### config.mk
export PLATFORM = sky130hd
export DESIGN_NAME = mac_feeder_flat
export DESIGN_NICKNAME = d
export VERILOG_FILES = /design/src/rtl/mac_feeder_pkg.sv /design/src/rtl/mac_feeder_if.sv /design/src/rtl/mac_feeder_slice_serializer.sv /design/src/rtl/mac_feeder.sv /design/src/flat_wrapper.sv
export SDC_FILE = /design/constraint.sdc
export NUM_CORES = 1
export LEC_CHECK = 0
export CAP_MARGIN = 20
export CORE_MARGIN = 2
export CORE_UTILIZATION = 35
export DETAILED_ROUTE_END_ITERATION = 16
export GPL_ROUTABILITY_DRIVEN = 0
export GPL_TIMING_DRIVEN = 0
export PLACE_DENSITY = 0.57
export SLEW_MARGIN = 25
export SYNTH_ARGS = -nofsm -noshare
export SYNTH_HDL_FRONTEND = slang
export SYNTH_SLANG_ARGS = --single-unit
export TNS_END_PERCENT = 10
### constraint.sdc
create_clock -name layer_clk -period 4.24 [get_ports layer_clk]
set_input_delay 0.424 -clock layer_clk [delete_from_list [all_inputs] [get_ports layer_clk]]
set_output_delay 0.424 -clock layer_clk [all_outputs]
set_load 0.02 [all_outputs]
### src/rtl/mac_feeder_pkg.sv
// mac_feeder_pkg
// Shared definitions for the MAC feeder:
//   - default lane width, slice geometry and slice index width
//   - encoding of the frame control states
//   - helper giving the number of serial bytes in one complete frame
package mac_feeder_pkg;

  localparam int BYTE_W      = 8;
  localparam int SLICE_BYTES = 6;
  localparam int NUM_SLICES  = 62;
  localparam int SLICE_IDX_W = 6;

  typedef enum logic [1:0] {
    IDLE = 2'd0,
    RUN  = 2'd1,
    DONE = 2'd2
  } state_t;

  // Total data_en cycles in a gap-free frame.
  function automatic int frame_bytes(input int slice_bytes, input int num_slices);
    return slice_bytes * num_slices;
  endfunction

endpackage

### src/rtl/mac_feeder_if.sv
// mac_feeder_if
// Parallel slice handshake between the slice producer and the MAC feeder.
//   in_valid : producer has a valid X/W slice pair on x_vec/w_vec
//   in_ready : feeder takes the slice on this cycle's rising edge
//   x_vec    : activation slice, byte 0 in the least significant lane
//   w_vec    : weight slice, same packing
// master = slice producer, slave = feeder.
interface mac_feeder_if #(
  parameter int BYTE_W      = mac_feeder_pkg::BYTE_W,
  parameter int SLICE_BYTES = mac_feeder_pkg::SLICE_BYTES
);

  logic                          in_valid;
  logic                          in_ready;
  logic [SLICE_BYTES*BYTE_W-1:0] x_vec;
  logic [SLICE_BYTES*BYTE_W-1:0] w_vec;

  modport master (
    output in_valid,
    output x_vec,
    output w_vec,
    input  in_ready
  );

  modport slave (
    input  in_valid,
    input  x_vec,
    input  w_vec,
    output in_ready
  );

endinterface

### src/rtl/mac_feeder_slice_serializer.sv
// mac_feeder_slice_serializer
// Shift buffer for one paired X/W slice. A load captures both vectors;
// every following cycle with valid high presents the low byte of each and
// shifts right by one lane. The buffer empties itself after the final byte
// unless a new load arrives on that same edge.
// Ports:
//   clk, rst        : clock and synchronous active-high reset
//   flush           : empty the buffer (frame restart)
//   load            : capture load_x/load_w on this edge
//   load_x, load_w  : parallel slice vectors
//   valid           : buffer holds a byte for the current cycle
//   x_byte, w_byte  : current serial bytes, zero while empty
//   last            : current byte is the final byte of the slice
module mac_feeder_slice_serializer #(
  parameter int BYTE_W      = 8,
  parameter int SLICE_BYTES = 6
) (
  input  logic                          clk,
  input  logic                          rst,
  input  logic                          flush,
  input  logic                          load,
  input  logic [SLICE_BYTES*BYTE_W-1:0] load_x,
  input  logic [SLICE_BYTES*BYTE_W-1:0] load_w,
  output logic                          valid,
  output logic [BYTE_W-1:0]             x_byte,
  output logic [BYTE_W-1:0]             w_byte,
  output logic                          last
);

  localparam int CNT_W = (SLICE_BYTES > 1) ? $clog2(SLICE_BYTES) : 1;

  logic [SLICE_BYTES*BYTE_W-1:0] shift_x;
  logic [SLICE_BYTES*BYTE_W-1:0] shift_w;
  logic [CNT_W-1:0]              byte_cnt;

  assign last   = valid && (byte_cnt == CNT_W'(SLICE_BYTES - 1));
  assign x_byte = valid ? shift_x[BYTE_W-1:0] : '0;
  assign w_byte = valid ? shift_w[BYTE_W-1:0] : '0;

  // A load wins over shifting: the top only loads while the buffer is empty
  // or on its last byte, so the old contents are already fully consumed.
  always_ff @(posedge clk) begin
    if (rst || flush) begin
      valid    <= 1'b0;
      byte_cnt <= '0;
      shift_x  <= '0;
      shift_w  <= '0;
    end else if (load) begin
      valid    <= 1'b1;
      byte_cnt <= '0;
      shift_x  <= load_x;
      shift_w  <= load_w;
    end else if (valid) begin
      shift_x <= shift_x >> BYTE_W;
      shift_w <= shift_w >> BYTE_W;
      if (last) begin
        valid    <= 1'b0;
        byte_cnt <= '0;
      end else begin
        byte_cnt <= byte_cnt + 1'b1;
      end
    end
  end

endmodule

### src/rtl/mac_feeder.sv
// mac_feeder
// Feeds the MAC unit: takes parallel X/W slice pairs over a valid/ready
// handshake and streams them out one byte pair per cycle. A pending buffer
// in front of the shift buffer lets the next slice wait while the current
// one drains, so back-to-back slices stream without idle cycles. A frame is
// NUM_SLICES slices; any output gap after the first slice sets underrun.
// Ports:
//   layer_clk  : clock
//   rst        : synchronous active-high reset
//   start      : one-cycle pulse, starts a frame when idle
//   bus        : slice handshake (in_valid, in_ready, x_vec, w_vec)
//   data_en    : x/w carry a valid byte
//   x, w       : serial activation / weight bytes
//   slice_idx  : index of the slice currently on x/w
//   busy       : frame in progress
//   frame_done : one-cycle pulse after the final byte
//   underrun   : sticky starvation flag, cleared by the next start
module mac_feeder #(
  parameter int BYTE_W      = mac_feeder_pkg::BYTE_W,
  parameter int SLICE_BYTES = mac_feeder_pkg::SLICE_BYTES,
  parameter int NUM_SLICES  = mac_feeder_pkg::NUM_SLICES,
  parameter int SLICE_IDX_W = mac_feeder_pkg::SLICE_IDX_W
) (
  input  logic                   layer_clk,
  input  logic                   rst,
  input  logic                   start,
  mac_feeder_if.slave            bus,
  output logic                   data_en,
  output logic [BYTE_W-1:0]      x,
  output logic [BYTE_W-1:0]      w,
  output logic [SLICE_IDX_W-1:0] slice_idx,
  output logic                   busy,
  output logic                   frame_done,
  output logic                   underrun
);

  import mac_feeder_pkg::*;

  localparam int VEC_W = SLICE_BYTES * BYTE_W;
  localparam int ACC_W = $clog2(NUM_SLICES + 1);

  state_t                 state;
  state_t                 next_state;

  logic                   pend_valid;
  logic [VEC_W-1:0]       pend_x;
  logic [VEC_W-1:0]       pend_w;

  logic [SLICE_IDX_W-1:0] slice_cnt;
  logic [ACC_W-1:0]       acc_cnt;

  logic                   shift_valid;
  logic                   shift_last;
  logic                   start_frame;
  logic                   accept;
  logic                   transfer;
  logic                   frame_end;

  assign start_frame = (state == IDLE) && start;
  assign accept      = bus.in_valid && bus.in_ready;
  // in_ready needs an empty pending buffer, so accept and transfer are
  // never both true in the same cycle.
  assign transfer    = pend_valid && (!shift_valid || shift_last);
  assign frame_end   = shift_last && (slice_cnt == SLICE_IDX_W'(NUM_SLICES - 1));

  mac_feeder_slice_serializer #(
    .BYTE_W      (BYTE_W),
    .SLICE_BYTES (SLICE_BYTES)
  ) u_serializer (
    .clk    (layer_clk),
    .rst    (rst),
    .flush  (start_frame),
    .load   (transfer),
    .load_x (pend_x),
    .load_w (pend_w),
    .valid  (shift_valid),
    .x_byte (x),
    .w_byte (w),
    .last   (shift_last)
  );

  assign data_en   = shift_valid;
  assign slice_idx = slice_cnt;

  // Frame state register.
  always_ff @(posedge layer_clk) begin
    if (rst) begin
      state <= IDLE;
    end else begin
      state <= next_state;
    end
  end

  // Frame sequencing: start only matters in IDLE, RUN ends on the edge that
  // emits the final byte of the final slice, DONE lasts exactly one cycle.
  always_comb begin
    next_state = state;
    case (state)
      IDLE:    if (start) next_state = RUN;
      RUN:     if (frame_end) next_state = DONE;
      DONE:    next_state = IDLE;
      default: next_state = IDLE;
    endcase
  end

  // State-derived outputs; in_ready deliberately ignores in_valid.
  always_comb begin
    busy         = (state != IDLE);
    frame_done   = (state == DONE);
    bus.in_ready = (state == RUN) && !pend_valid && (acc_cnt < ACC_W'(NUM_SLICES));
  end

  // Pending buffer: holds the next slice until the shift buffer can take it.
  always_ff @(posedge layer_clk) begin
    if (rst) begin
      pend_valid <= 1'b0;
      pend_x     <= '0;
      pend_w     <= '0;
    end else if (start_frame) begin
      pend_valid <= 1'b0;
    end else if (accept) begin
      pend_valid <= 1'b1;
      pend_x     <= bus.x_vec;
      pend_w     <= bus.w_vec;
    end else if (transfer) begin
      pend_valid <= 1'b0;
    end
  end

  // Slice counter advances as each slice finishes, wrapping at frame end;
  // the accept counter stops in_ready once a full frame has been taken.
  always_ff @(posedge layer_clk) begin
    if (rst || start_frame) begin
      slice_cnt <= '0;
      acc_cnt   <= '0;
    end else begin
      if (accept) begin
        acc_cnt <= acc_cnt + 1'b1;
      end
      if (shift_last) begin
        if (slice_cnt == SLICE_IDX_W'(NUM_SLICES - 1)) begin
          slice_cnt <= '0;
        end else begin
          slice_cnt <= slice_cnt + 1'b1;
        end
      end
    end
  end

  // Starvation flag: both buffers empty after at least one slice has gone
  // out. A nonzero slice counter in RUN means a slice has been emitted.
  always_ff @(posedge layer_clk) begin
    if (rst || start_frame) begin
      underrun <= 1'b0;
    end else if ((state == RUN) && !shift_valid && !pend_valid && (slice_cnt != '0)) begin
      underrun <= 1'b1;
    end
  end

endmodule

### src/flat_wrapper.sv
// flat-port wrapper written by rule: the top's interface ports become plain ports
module mac_feeder_flat import mac_feeder_pkg::*;
#(
  parameter int BYTE_W      = mac_feeder_pkg::BYTE_W,
  parameter int SLICE_BYTES = mac_feeder_pkg::SLICE_BYTES,
  parameter int NUM_SLICES  = mac_feeder_pkg::NUM_SLICES,
  parameter int SLICE_IDX_W = mac_feeder_pkg::SLICE_IDX_W
)
  (layer_clk, rst, start, data_en, x, w, slice_idx, busy, frame_done, underrun, bus_in_valid, bus_x_vec, bus_w_vec, bus_in_ready);
  mac_feeder_if #(.BYTE_W(BYTE_W), .SLICE_BYTES(SLICE_BYTES)) bus_i ();
  input  logic layer_clk;
  input  logic rst;
  input  logic start;
  output logic data_en;
  output logic [BYTE_W-1:0] x;
  output logic [BYTE_W-1:0] w;
  output logic [SLICE_IDX_W-1:0] slice_idx;
  output logic busy;
  output logic frame_done;
  output logic underrun;
  input wire logic [$bits(bus_i.in_valid)-1:0] bus_in_valid;
  input wire logic [$bits(bus_i.x_vec)-1:0] bus_x_vec;
  input wire logic [$bits(bus_i.w_vec)-1:0] bus_w_vec;
  output wire logic [$bits(bus_i.in_ready)-1:0] bus_in_ready;
  assign bus_i.in_valid = bus_in_valid;
  assign bus_i.x_vec = bus_x_vec;
  assign bus_i.w_vec = bus_w_vec;
  assign bus_in_ready = bus_i.in_ready;
  mac_feeder #(.BYTE_W(BYTE_W), .SLICE_BYTES(SLICE_BYTES), .NUM_SLICES(NUM_SLICES), .SLICE_IDX_W(SLICE_IDX_W)) u_core (.layer_clk(layer_clk), .rst(rst), .start(start), .bus(bus_i), .data_en(data_en), .x(x), .w(w), .slice_idx(slice_idx), .busy(busy), .frame_done(frame_done), .underrun(underrun));
endmodule
## Word level (Yosys, flattened, before mapping)

Cells that the tools add are included.

- Word-level logic and storage cells: 61
- Flip-flop bits (word level): 212

- Equal/unequal tests: 6
- Bitwise gates (word level): 1
- Muxes and demuxes: 16
- Magnitude comparators: 1
- Add/sub/neg operators: 3
- Reductions and logical operators: 23

Operators by type and width:

| kind | count |
|---|---|
| 2-to-1 mux 48 bit | 4 |
| 2-to-1 mux 8 bit | 2 |
| adder 6 x 1 -> 6 bit, second input constant | 2 |
| logical AND 1 bit | 10 |
| == test 6 bit, second input constant | 1 |
| < comparator 6 bit, second input constant | 1 |
| 2-to-1 mux 6 bit | 1 |
| nonzero test 2 bit | 3 |
| nonzero test 6 bit | 1 |
| 2-to-1 mux 1 bit | 5 |
| 2-to-1 mux 2 bit | 2 |
| case mux 2 bit (2 select lines) | 1 |
| AND reduction 2 bit | 2 |
| OR reduction 2 bit | 2 |
| adder 3 x 1 -> 3 bit, second input constant | 1 |
| == test 3 bit, second input constant | 1 |
| 2-to-1 mux 3 bit | 1 |
| == test 2 x 1 -> 1 bit, second input constant | 1 |
| == test 2 bit, second input constant | 1 |
| zero test 1 bit | 2 |
| zero test 2 bit | 1 |
| logical OR 1 bit | 2 |
| != test 2 x 1 -> 1 bit, second input constant | 1 |
| != test 2 bit, second input constant | 1 |
| inverter 1 bit | 1 |

## Logic depth before layout (Yosys ltp)

- Depth in word-level cells: 6
- Depth in mapped cells: 9
- Depth with buffers taken out: 6

## Cells and area by module

A second synthesis with hierarchy kept.

- Cells, all modules: 968
- Area total of the unflattened synthesis: 9345.2 um2

By module, submodules not included:

| module | instances | area an instance (um2) | cells each | seq. area each (um2) |
|---|---|---|---|---|
| mac_feeder_slice_serializer | 1 | 4745.8 | 458 | 2001.9 |
| mac_feeder | 1 | 4599.4 | 510 | 2242.2 |

## Worst setup path after synthesis

No wires, ideal clock.

- Path kind: reg2reg
- Start: register u_core.u_serializer.byte_cnt[1]
- End: register u_core.u_serializer.shift_w[13]
- Buffers on the path: 3
- Data required time: 4.121 ns
- Library setup time: 0.119 ns
- Stages on the path, launching flop included: 10
- Setup slack: 2.573 ns
- Arrival time: 1.547 ns
- Cell sequence: dfxtp_1 > inv_1 > ha_1 > a21bo_2 > and2_1 > buf_2 > buf_4 > buf_6 > nor3_1 > nor3_1

- Cells in the longest elaborated chain, start to end: 5

Ends and longest elaborated chain:

| element | line | text |
|---|---|---|
| start: declaration | mac_feeder_slice_serializer.sv:34 | `logic [CNT_W-1:0] byte_cnt;` |
| start signal: assignment | mac_feeder_slice_serializer.sv:60 | `byte_cnt <= byte_cnt + 1'b1;` |
| == test 3 bit (*) | mac_feeder_slice_serializer.sv:36 | `assign last = valid && (byte_cnt == CNT_W'(SLICE_BYTES - 1));` |
| logical AND 1 bit (*) | mac_feeder_slice_serializer.sv:36 |  |
| logical OR 1 bit (*) | mac_feeder.sv:63 | `assign transfer = pend_valid && (!shift_valid \|\| shift_last);` |
| logical AND 1 bit (*) | mac_feeder.sv:63 |  |
| 2-to-1 mux 48 bit / nonzero test 2 bit (equally long branches) | n/a |  |
| end signal: assignment | mac_feeder_slice_serializer.sv:52 | `shift_w <= load_w;` |
| end signal: assignment | mac_feeder_slice_serializer.sv:55 | `shift_w <= shift_w >> BYTE_W;` |
| end: declaration | mac_feeder_slice_serializer.sv:33 | `logic [SLICE_BYTES*BYTE_W-1:0] shift_w;` |

Mark *: on every way between the ends. The rest lies on a longest branch, timed or not.
A chain may end at the register's enable or synchronous reset.

## Worst setup path in the final report

- Start: register u_core.u_serializer.valid
- End: output x[5]

- Cells in the longest elaborated chain, start to end: 1

Ends and longest elaborated chain:

| element | line | text |
|---|---|---|
| start: declaration | mac_feeder_slice_serializer.sv:24 | `output logic valid,` |
| start signal: assignment | mac_feeder_slice_serializer.sv:44 | `valid <= 1'b0;` |
| start signal: assignment | mac_feeder_slice_serializer.sv:49 | `valid <= 1'b1;` |
| start signal: assignment | mac_feeder_slice_serializer.sv:57 | `valid <= 1'b0;` |
| 2-to-1 mux 8 bit | mac_feeder_slice_serializer.sv:37 | `assign x_byte = valid ? shift_x[BYTE_W-1:0] : '0;` |
| end: declaration | flat_wrapper.sv:15 | `output logic [BYTE_W-1:0] x;` |

Every way passes these cells.

==> metrics.cfg <==
[die]
initial_core_util_pct = 35.5
coreArea_sq_mm = 0.0233
placement_rows = 56
die_w_um = 158
die_area_sq_mm = 0.0249
die-height_um = 158
io_pins = 127

[clocking]
cts_tree = built
cts.repair.resized = 0
cts_buffer_depth = 3
postCtsSetupBuffers = 0
clock_sinks = 212
clock_latency_ps = 500
clkTransAtPathRegs_ps = 60
cts_buffers = 23
cts-root-buf = clkbuf_16
cts-hold-fix-buffers = 0
htree_num_levels = 1

[timing]
tns_ps = 0
period_needed_ps = 3030
fin_crit_sh_pct = 71.4
final_hold_viol_count = 0
worst-slew-pin-transition_ps = 888
setup-violations-final = 0
final_max_slew_viol_count = 0
rsz0062_at_grt = no
clock_skew_ps = 7.86
slew_headroom_pct = 40.8
fmax_ghz = 0.330

[detailed_routing]
via_per_inst = 4.90
via_count = 7508
wl_um = 23500
drc_errors = 0
first_pass_iters = 5
wl_per_cell_um = 15.4
detail-route-antenna-nets = 0
drt-initial-drc-count = 474

[critical_path]
reg2regPathDepth = 7
crit_path_max_incr_delay_ps = 620
path_cells = clkbuf_1 -> clkbuf_1 -> and2_1 -> clkdlybuf4s50_1
cp-start-kind = flop
cp.depth = 4
crit_type = reg -> out
cp_max_fo = 10
end_kind = primary output
critPathRequiredTime_ps = 3820
crit_buf_inv = 3
worstPathArrival_ps = 2600
crit_path_frequent_cell = clkbuf_1
cp_top_family = buffers and inverters
crit_path_top_delay_cell = clkdlybuf4s50_1

[synthesis]
synth.area.top_cells = dfxtp_1 (51%), nor3_1 (9.7%), nand2_1 (9.2%), a21oi_1 (6.5%), nor2_1 (4.8%)
synth.distinct_cells = 44
synth_area_sq_mm = 0.00828
synth_most_common_cell = dfxtp_1
synth_ff_type = dfxtp_1
ys_ff_latch = 212
syn_avg_cell_area_sq_um = 7.89
synth_top_area_share_pct = 51.3
synth_common_cells = dfxtp_1 (212), nand2_1 (202), nor3_1 (160)
synthCells = 1049
synth_edf_count = 0
yosys.area.top_type = dfxtp_1
yosys_warnings = 0
syn_nets = 1155
ys_seq_area_share_pct = 51.3
synth-async-reset-ratio_pct = 0

[power]
p_leak_nw = 3.96
ir_drop_mv = 0.194
powerDensity_mw_per_mm2 = 413

[grt]
grt_pass1_wl_um = 37300
use_met2_pct = 29.4
grt_pass1_vias = 7052
grt_util_met3_pct = 2.52
antenna_found_initial = 0
grt_max_degree = 13
grt.busiest_layer = met2
gr-total-overflow = 0
grtUsageTotal_pct = 18.7
use_met1_pct = 27.3

[cells_and_area]
drive_above_1_share_pct = 7.09
syn_to_final_growth_pct = 28.8
fin_nets = 1305
antennaDiodeCount = 0
fin_area_sq_mm = 0.0107
final_cell_count_no_fill = 1532

[placement]
placed_cells = 1493
dp.final_hpwl_um = 16800
port_buffers = 125
dpl_cell_area_sq_mm = 0.00993

[min_path]
hold_class = reg -> reg
min_delay_path_depth = 2

[flow_run]
maxCapViolations = 0

[run_status]
status = finished clean

-- registers in the layout, summed over array words and instances (netlist names) --
signal and cells:
u_core.slice_idx 6, u_core.pend_valid 1, u_core.u_serializer.shift_x 48, u_core.u_serializer.byte_cnt 3, u_core.pend_x 48, u_core.underrun 1
u_core.u_serializer.valid 1, u_core.state 2, u_core.u_serializer.shift_w 48, u_core.pend_w 48, u_core.acc_cnt 6
-- logic make-up after synthesis --
kind of cell / share of synthesized area, %
buffers and inverters: 5.58
and+or+nand+nor: 27.5
adders and majority gates: 0.907
muxes: 0.121
AOI/OAI and AO/OA: 14.4
xor gates and xnor gates: 0.212
DFF: 51.3
-- per-stage QoR --
stage          power (mW)  worst slack [ps]  util, %  hold slack, ps
2_1_floorplan        2.33              2570        -             436
3_3_place_gp         2.51              1720     42.5             445
3_5_place_dp         2.51              1710     42.5             447
4_1_cts              4.44              1170     45.7             458
5_1_grt              4.59              1040     45.7             477
6_report             4.41              1210     45.7             454
-- area by class of cell --
type	instances	area (sq um)
well taps	319	399
plain buffers	87	439
fillers	2414	12700
clock inverters	1	5.00
inverters	6	22.5
multi-input cells	744	3570
flip-flops and latches	212	4240
clock buffers	38	732
repair buffers	125	1250
-- layer usage --
layer,vias up,part of all wire [%]
li1,3840,-
met1,3469,50
met2,175,44
met3,24,5.2
met4,0,1.5
met5,-,0
-- worst register-to-register path: cells and delay by family (launching register included) --
kind / cells / cell delay [ps]
fa+ha+maj: 1 / 200
simple gates: 3 / 740
compound gates: 1 / 260
buf+inv: 2 / 540
flops: 1 / 350
-- placed cells by master, fill, tap and decap left out, drive strengths merged, types with 10 or more instances in the layout --
cell type / netlist / final
dfxtp: 212 / 212
nand2: 202 / 202
nor3: 162 / 162
clkdlybuf4s50: 0 / 125
a21oi: 109 / 109
nor2: 106 / 106
o21ai: 83 / 83
clkbuf: 45 / 83
buf: 42 / 42
and2: 17 / 17
a22oi: 16 / 16
nand3: 10 / 10
-- path summary, 6_finish.rpt --
path | endpoint | slack (ps) | startpoint
worst min register to register | u_core.pend_x[32] | 450 | u_core.pend_x[32]
worst min-delay path | u_core.pend_x[32] | 450 | u_core.pend_x[32]
worst max register to register | u_core.u_serializer.shift_x[36] | 2080 | u_core.u_serializer.byte_cnt[1]
worst max-delay path | x[5] | 1210 | u_core.u_serializer.valid
-- where the power goes --
group / internal [mW] / total [mW] / switching, mW / leakage (nW)
Clock: 1.16 / 1.94 / 0.775 / 0.365
Sequential: 2.06 / 2.10 / 0.0376 / 1.72
Combinational: 0.167 / 0.370 / 0.203 / 1.87
Total: 3.39 / 4.41 / 1.02 / 3.96
No activity file was read; power rests on OpenSTA's default activity.
